**config.mk**
```make
export PLATFORM = sky130hd
export DESIGN_NAME = mem_port_arbiter
export DESIGN_NICKNAME = d
export VERILOG_FILES = /design/src/rtl/mem_port_arbiter.sv
export SDC_FILE = /design/constraint.sdc
export NUM_CORES = 1
export LEC_CHECK = 0
export BUFFER_PORTS_ARGS = -buffer_cell sky130_fd_sc_hd__buf_2
export CELL_PAD_IN_SITES_DETAIL_PLACEMENT = 0
export CELL_PAD_IN_SITES_GLOBAL_PLACEMENT = 1
export CORE_AREA = 4 4 531 533
export CTS_BUF_LIST = sky130_fd_sc_hd__clkbuf_4 sky130_fd_sc_hd__clkbuf_8
export CTS_CLUSTER_SIZE = 24
export DETAILED_ROUTE_END_ITERATION = 16
export DIE_AREA = 0 0 535 537
export PLACE_DENSITY_LB_ADDON = 0.12
export SYNTH_ARGS = -nofsm -noshare
export SYNTH_HDL_FRONTEND = slang
export SYNTH_SLANG_ARGS = --single-unit
```
**constraint.sdc**
```tcl
create_clock -name clk -period 10 [get_ports clk]
set_clock_uncertainty 0.05 [all_clocks]
set_input_delay 1 -clock clk [delete_from_list [all_inputs] [get_ports clk]]
set_output_delay 1 -clock clk [all_outputs]
set_load 0.03 [all_outputs]
```
**src/rtl/mem_port_arbiter.sv**
```systemverilog
// mem_port_arbiter
//   Shares one physical-memory line port between the instruction cache and
//   the data cache. One requester is granted at a time. Its command is latched,
//   so memory sees a stable request until pmem_resp. The response is routed
//   only to the granted cache. When both caches request together, the grant
//   alternates, so neither can starve the other.
//
// Ports
//   clk, rst        : clock (rising edge), asynchronous active-high reset
//   i_read          : icache line read request
//   i_address       : icache line address
//   i_rdata, i_resp : line data / completion returned to icache
//   d_read, d_write : dcache line read / writeback request
//   d_address       : dcache line address
//   d_wdata         : dcache writeback data
//   d_rdata, d_resp : line data / completion returned to dcache
//   pmem_*          : physical memory command (read/write/address/wdata) and
//                     its response (rdata/resp)
module mem_port_arbiter #(
    parameter int ADDR_WIDTH = 32,
    parameter int LINE_WIDTH = 256
) (
    input  logic                  clk,
    input  logic                  rst,
    input  logic                  i_read,
    input  logic [ADDR_WIDTH-1:0] i_address,
    output logic [LINE_WIDTH-1:0] i_rdata,
    output logic                  i_resp,
    input  logic                  d_read,
    input  logic                  d_write,
    input  logic [ADDR_WIDTH-1:0] d_address,
    input  logic [LINE_WIDTH-1:0] d_wdata,
    output logic [LINE_WIDTH-1:0] d_rdata,
    output logic                  d_resp,
    output logic                  pmem_read,
    output logic                  pmem_write,
    output logic [ADDR_WIDTH-1:0] pmem_address,
    output logic [LINE_WIDTH-1:0] pmem_wdata,
    input  logic [LINE_WIDTH-1:0] pmem_rdata,
    input  logic                  pmem_resp
);

    typedef enum logic [1:0] {IDLE, I_BUSY, D_BUSY} state_t;

    typedef struct packed {
        logic                  read;
        logic                  write;
        logic [ADDR_WIDTH-1:0] addr;
        logic [LINE_WIDTH-1:0] wdata;
    } cmd_t;

    state_t state, state_nxt;
    cmd_t   cmd, cmd_nxt;
    logic   last_d, last_d_nxt;   // 1: dcache held the most recent grant
    logic   i_pend, d_pend, grant_i, grant_d;

    assign i_pend = i_read;
    assign d_pend = d_read | d_write;
    // On a tie, the requester that did not hold the previous grant wins.
    assign grant_d = d_pend & (~i_pend | ~last_d);
    assign grant_i = i_pend & (~d_pend |  last_d);

    // State register
    always_ff @(posedge clk or posedge rst) begin
        if (rst) begin
            state  <= IDLE;
            last_d <= 1'b0;
            cmd    <= '0;
        end else begin
            state  <= state_nxt;
            last_d <= last_d_nxt;
            cmd    <= cmd_nxt;
        end
    end

    // Next-state and command capture
    always_comb begin
        state_nxt  = state;
        last_d_nxt = last_d;
        cmd_nxt    = cmd;
        case (state)
            IDLE: begin
                if (grant_d) begin
                    state_nxt     = D_BUSY;
                    last_d_nxt    = 1'b1;
                    // read+write together is illegal; it is handled as a write.
                    cmd_nxt.read  = ~d_write;
                    cmd_nxt.write = d_write;
                    cmd_nxt.addr  = d_address;
                    cmd_nxt.wdata = d_wdata;
                end else if (grant_i) begin
                    state_nxt     = I_BUSY;
                    last_d_nxt    = 1'b0;
                    cmd_nxt.read  = 1'b1;
                    cmd_nxt.write = 1'b0;
                    cmd_nxt.addr  = i_address;
                    cmd_nxt.wdata = '0;
                end
            end
            I_BUSY, D_BUSY: begin
                if (pmem_resp) state_nxt = IDLE;
            end
            default: state_nxt = IDLE;
        endcase
    end

    // Outputs. These are gated by state, so an asynchronous reset clears them
    // without waiting for a clock edge.
    always_comb begin
        pmem_read    = 1'b0;
        pmem_write   = 1'b0;
        pmem_address = '0;
        pmem_wdata   = '0;
        i_resp       = 1'b0;
        d_resp       = 1'b0;
        if (state == I_BUSY || state == D_BUSY) begin
            pmem_read    = cmd.read;
            pmem_write   = cmd.write;
            pmem_address = cmd.addr;
            pmem_wdata   = cmd.wdata;
        end
        if (state == I_BUSY) i_resp = pmem_resp;
        if (state == D_BUSY) d_resp = pmem_resp;
    end

    // Read data is broadcast to both caches; each one qualifies it with its own resp.
    assign i_rdata = pmem_rdata;
    assign d_rdata = pmem_rdata;

endmodule
```
==> parameters.txt <==
Parameter                              Value

Floorplan
  Die Span Y    537 microns
  Die Footprint    287,000 sq um
  Floorplan Core Area    around 280,000 sq um
  Effective utilization at floorplan    between 6 and 7%
  Width of the chip    roughly 540 microns
  Number of top-level design ports    roughly 1,400
  Row count    between 150 and 200

Setup path
  Worst reg2reg endpoint    cmd[138]$_DFFE_PP0P_
  Worst endpoint required time    approximately 9000 ps
  Gate family responsible for the most delay along the worst path    buffers and inverters
  Combined buffer and inverter count along the critical path    3
  Worst Setup End Kind    primary output
  Critical Path, Cell by Cell    inv_1, ha_4, buf_12, and2_1, buf_2
  Critical path launch point type    register
  Largest fanout on the critical path    190
  Worst Path Class, Setup    register to primary output
  Register-to-register path setup slack    a little under 7000 ps
  Logic depth of the worst register-to-register path    6
  Data arrival, critical path    3620 ps
  Slowest cell on crit path    sky130_fd_sc_hd__ha_4
  Reg2Reg Launch Point    state[0]$_DFFE_PP0P_
  Number of cells on the critical path    5
  Crit-path max cell delay    between 700 and 800 ps

Final layout
  Post-synthesis to final-layout area growth    30.2%
  NumNets Final    roughly 2,300
  Multi-input gate area    4880 sq um
  Layout fillers    between 30,000 and 40,000
  Final instance count without filler cells    about 5,400
  Total area of sequential cells    between 7000 and 8000 sq um
  Share of cells above drive strength 1    ~44%

Place
  Global placement routability congestion    between 0.6 and 0.7
  Detail Placement HPWL    between 60 and 70 mm
  Total of buffers placed on input and output ports    just over 600
  Cells after DPL    around 5,300

Clock tree
  Cell at the root of the clock tree    sky130_fd_sc_hd__clkbuf_8
  Skew-Pair Late Insertion Delay    between 700 and 800 ps
  Post-CTS Repair Setup Buffers    0
  Total CTS buffers    between 70 and 80
  Maximum level of the CTS H-tree    3
  Resized Gates After CTS    0
  Buffer depth of the longest clock path    3
  TritonCTS clock tree    yes
  Total number of clock tree sinks    approximately 290
  Number of buffers inserted for hold repair after clock tree synthesis    0
  Clock-pin slew on the worst setup and hold paths    roughly 50 ps

Logic synthesis
  Synthesized cell area    about 17,000 sq um
  Warnings from Yosys    0
  Number of storage elements in the synthesis netlist    a little under 300
  Post-synthesis sequential area ratio    roughly 44%
  Share of the synthesized area in the top cell type    between 40 and 50%
  Largest area contributor in the synthesized netlist    sky130_fd_sc_hd__dfrtp_1
  Mapped Avg Cell Area    about 11 sq um
  Synthesized net count    roughly 2,200
  Number of enable-type register cells in the synthesized netlist    0
  Top post-synthesis cells by area    sky130_fd_sc_hd__dfrtp_1, sky130_fd_sc_hd__buf_4, sky130_fd_sc_hd__a22o_1, sky130_fd_sc_hd__and2_1, sky130_fd_sc_hd__mux2i_1
  Proportion of register bits with asynchronous set or reset after synthesis    100%
  Most used flip-flop cell after synthesis    sky130_fd_sc_hd__dfrtp_1
  Number of unique standard cell types used by synthesis    27
  Post-Syn Instances    1,574

Global route
  Tot GR Track Use    6.13%
  Global-route wire length before repair    about 120 mm
  Maximum number of pins on one net before global-route repair    roughly 190
  Total congestion overflow    0
  Initial antenna violation count    between 50 and 60
  Number of global-route vias before repair    ~13,000

Timing
  Min Clock Period, post-route    between 4000 and 5000 ps
  Number of endpoints with negative hold slack in the final report    0
  Final Max Tran Viols    0
  Relative max-transition margin    between 20% and 30%
  Total negative slack    0 ps
  Setup-failing EPs final    0
  Tightest Pin Transition    around 1200 ps
  Achievable frequency    about 0.21 GHz
  RSZ-0062 raised after global routing    no
  Final period util    46.7%

Power
  Peak supply drop    0.000199 V
  Switching portion of total power    49.2%
  Relative contribution of combinational cells to total power    around 50%
  Sequential power share    28.1%
  Leakage power figure    about 9.6 nW
  P_int    between 3 and 4 mW
  Power per cell area    338 nW/um^2
  Portion of total power attributed to the clock network    between 20% and 30%
  Switch Pwr    between 3 and 4 mW

Routing
  Starting DRC count in detailed routing    between 300 and 400
  Number of detailed-routing iterations run before antenna repair    4
  Vias after detailed routing    roughly 12,000
  DRC viols    0
  Routed length per instance    ~17 microns
  Post-detailed-route count of antenna-violating nets    0
  Average via count per standard cell    2.15
  Total Routed Length    91.4 mm

Outcome
  Result of the run    finished, final reports clean

Hold path
  Min-Delay Path Class    primary input to asynchronous set/reset pin

Job
  Max-cap viol count    0
==> cell usage after synthesis, types with 2 or more instances <==
master and instances:
sky130_fd_sc_hd__a22o_1 257, sky130_fd_sc_hd__and2_1 292, sky130_fd_sc_hd__buf_2 36, sky130_fd_sc_hd__buf_4 515, sky130_fd_sc_hd__buf_6 23, sky130_fd_sc_hd__clkbuf_1 36, sky130_fd_sc_hd__dfrtp_1 293, sky130_fd_sc_hd__ha_1 3
sky130_fd_sc_hd__inv_1 4, sky130_fd_sc_hd__mux2i_1 32, sky130_fd_sc_hd__nand2_1 35, sky130_fd_sc_hd__nand3_1 2, sky130_fd_sc_hd__o21ai_0 13, sky130_fd_sc_hd__o21ai_1 20
==> area by class of cell <==
type                            count  area share, %
Clock inverter                     14          0.508
Sequential cell                   293           33.8
Clock buffer                      112           6.57
Timing Repair Buffer              631           15.0
Tap cell                         3705           21.4
Multi-Input combinational cell    665           22.5
Inverter                            4          0.104
Antenna cell                        4         0.0462
==> metal layers <==
layer  wire length, microns  part of all wire (%)  track usage (%)  vias to the layer above
met5                    127                  0.14                0                        -
met4                   5660                   6.2             3.60                       20
met3                   9180                    10             2.77                      379
met2                  43600                    48             10.4                      771
met1                  32700                    36             6.23                     5514
li1                       -                     -                -                     4994
==> through the flow <==
step	cell area, sq um	power, mW	util, %	setup WS (ps)	hold WS (ps)
detailed placement	20100	5.91	7.28	5980	414
global route	21700	7.92	7.83	4890	217
CTS	21700	7.72	7.83	5030	191
floorplan	16600	4.74	-	859	389
global placement	20100	5.95	7.28	5980	411
finish	21700	7.32	7.84	5330	303
==> worst max path at each step <==
stage | from | end | slack [ps]
2_1_floorplan | rst | cmd[0]$_DFFE_PP0P_ | 860
3_3_place_gp | state[0]$_DFFE_PP0P_ | pmem_wdata[4] | 5980
3_5_place_dp | state[0]$_DFFE_PP0P_ | pmem_wdata[4] | 5980
4_1_cts | state[0]$_DFFE_PP0P_ | pmem_wdata[4] | 5030
5_1_grt | state[0]$_DFFE_PP0P_ | pmem_wdata[4] | 4890
6_report | state[0]$_DFFE_PP0P_ | pmem_wdata[4] | 5330
==> worst register-to-register path: stages (launching register included) <==
cell and delay (ps):
sky130_fd_sc_hd__dfrtp_1 400, sky130_fd_sc_hd__inv_1 150, sky130_fd_sc_hd__ha_4 220, sky130_fd_sc_hd__o211a_4 510
sky130_fd_sc_hd__buf_4 780, sky130_fd_sc_hd__buf_4 730, sky130_fd_sc_hd__a22o_1 320
==> registers in the layout, indices dropped and copies added (netlist names) <==
signal  cells
state       2
last_d      1
cmd       290
==> kinds of logic after synthesis <==
group / share of synthesized area (%)
flip-flops: 44.1
adder cells (fa/ha/maj): 0.226
buffers and inverters: 26.8
AND/OR/NAND/NOR: 12.0
multiplexers: 1.92
AO/OA/AOI/OAI: 15.0
==> layout by cell type, fill, tap and decap left out, types with 2 or more instances in the layout <==
cell type	n
sky130_fd_sc_hd__buf_2	617
sky130_fd_sc_hd__nand3_1	2
sky130_fd_sc_hd__nand2_1	35
sky130_fd_sc_hd__clkinv_2	7
sky130_fd_sc_hd__buf_12	5
sky130_fd_sc_hd__a22o_1	257
sky130_fd_sc_hd__clkbuf_8	93
sky130_fd_sc_hd__dfrtp_1	293
sky130_fd_sc_hd__o21ai_0	13
sky130_fd_sc_hd__inv_1	3
sky130_fd_sc_hd__ha_1	2
sky130_fd_sc_hd__clkbuf_4	19
sky130_fd_sc_hd__o21ai_1	20
sky130_fd_sc_hd__mux2i_1	32
sky130_fd_sc_hd__inv_8	4
sky130_fd_sc_hd__inv_6	2
sky130_fd_sc_hd__buf_4	9
sky130_fd_sc_hd__and2_1	292
sky130_fd_sc_hd__diode_2	4
==> power by group through the flow <==
stage / logic, mW / clock network [mW] / registers (mW)
finish: 3.62 / 1.65 / 2.05
global route: 3.95 / 1.83 / 2.14
CTS: 3.81 / 1.81 / 2.09
detailed placement: 3.81 / 0 / 2.09
global placement: 3.83 / 0 / 2.12
floorplan: 2.86 / 0 / 1.88
Note: power is estimated with default switching activity, not from simulation.
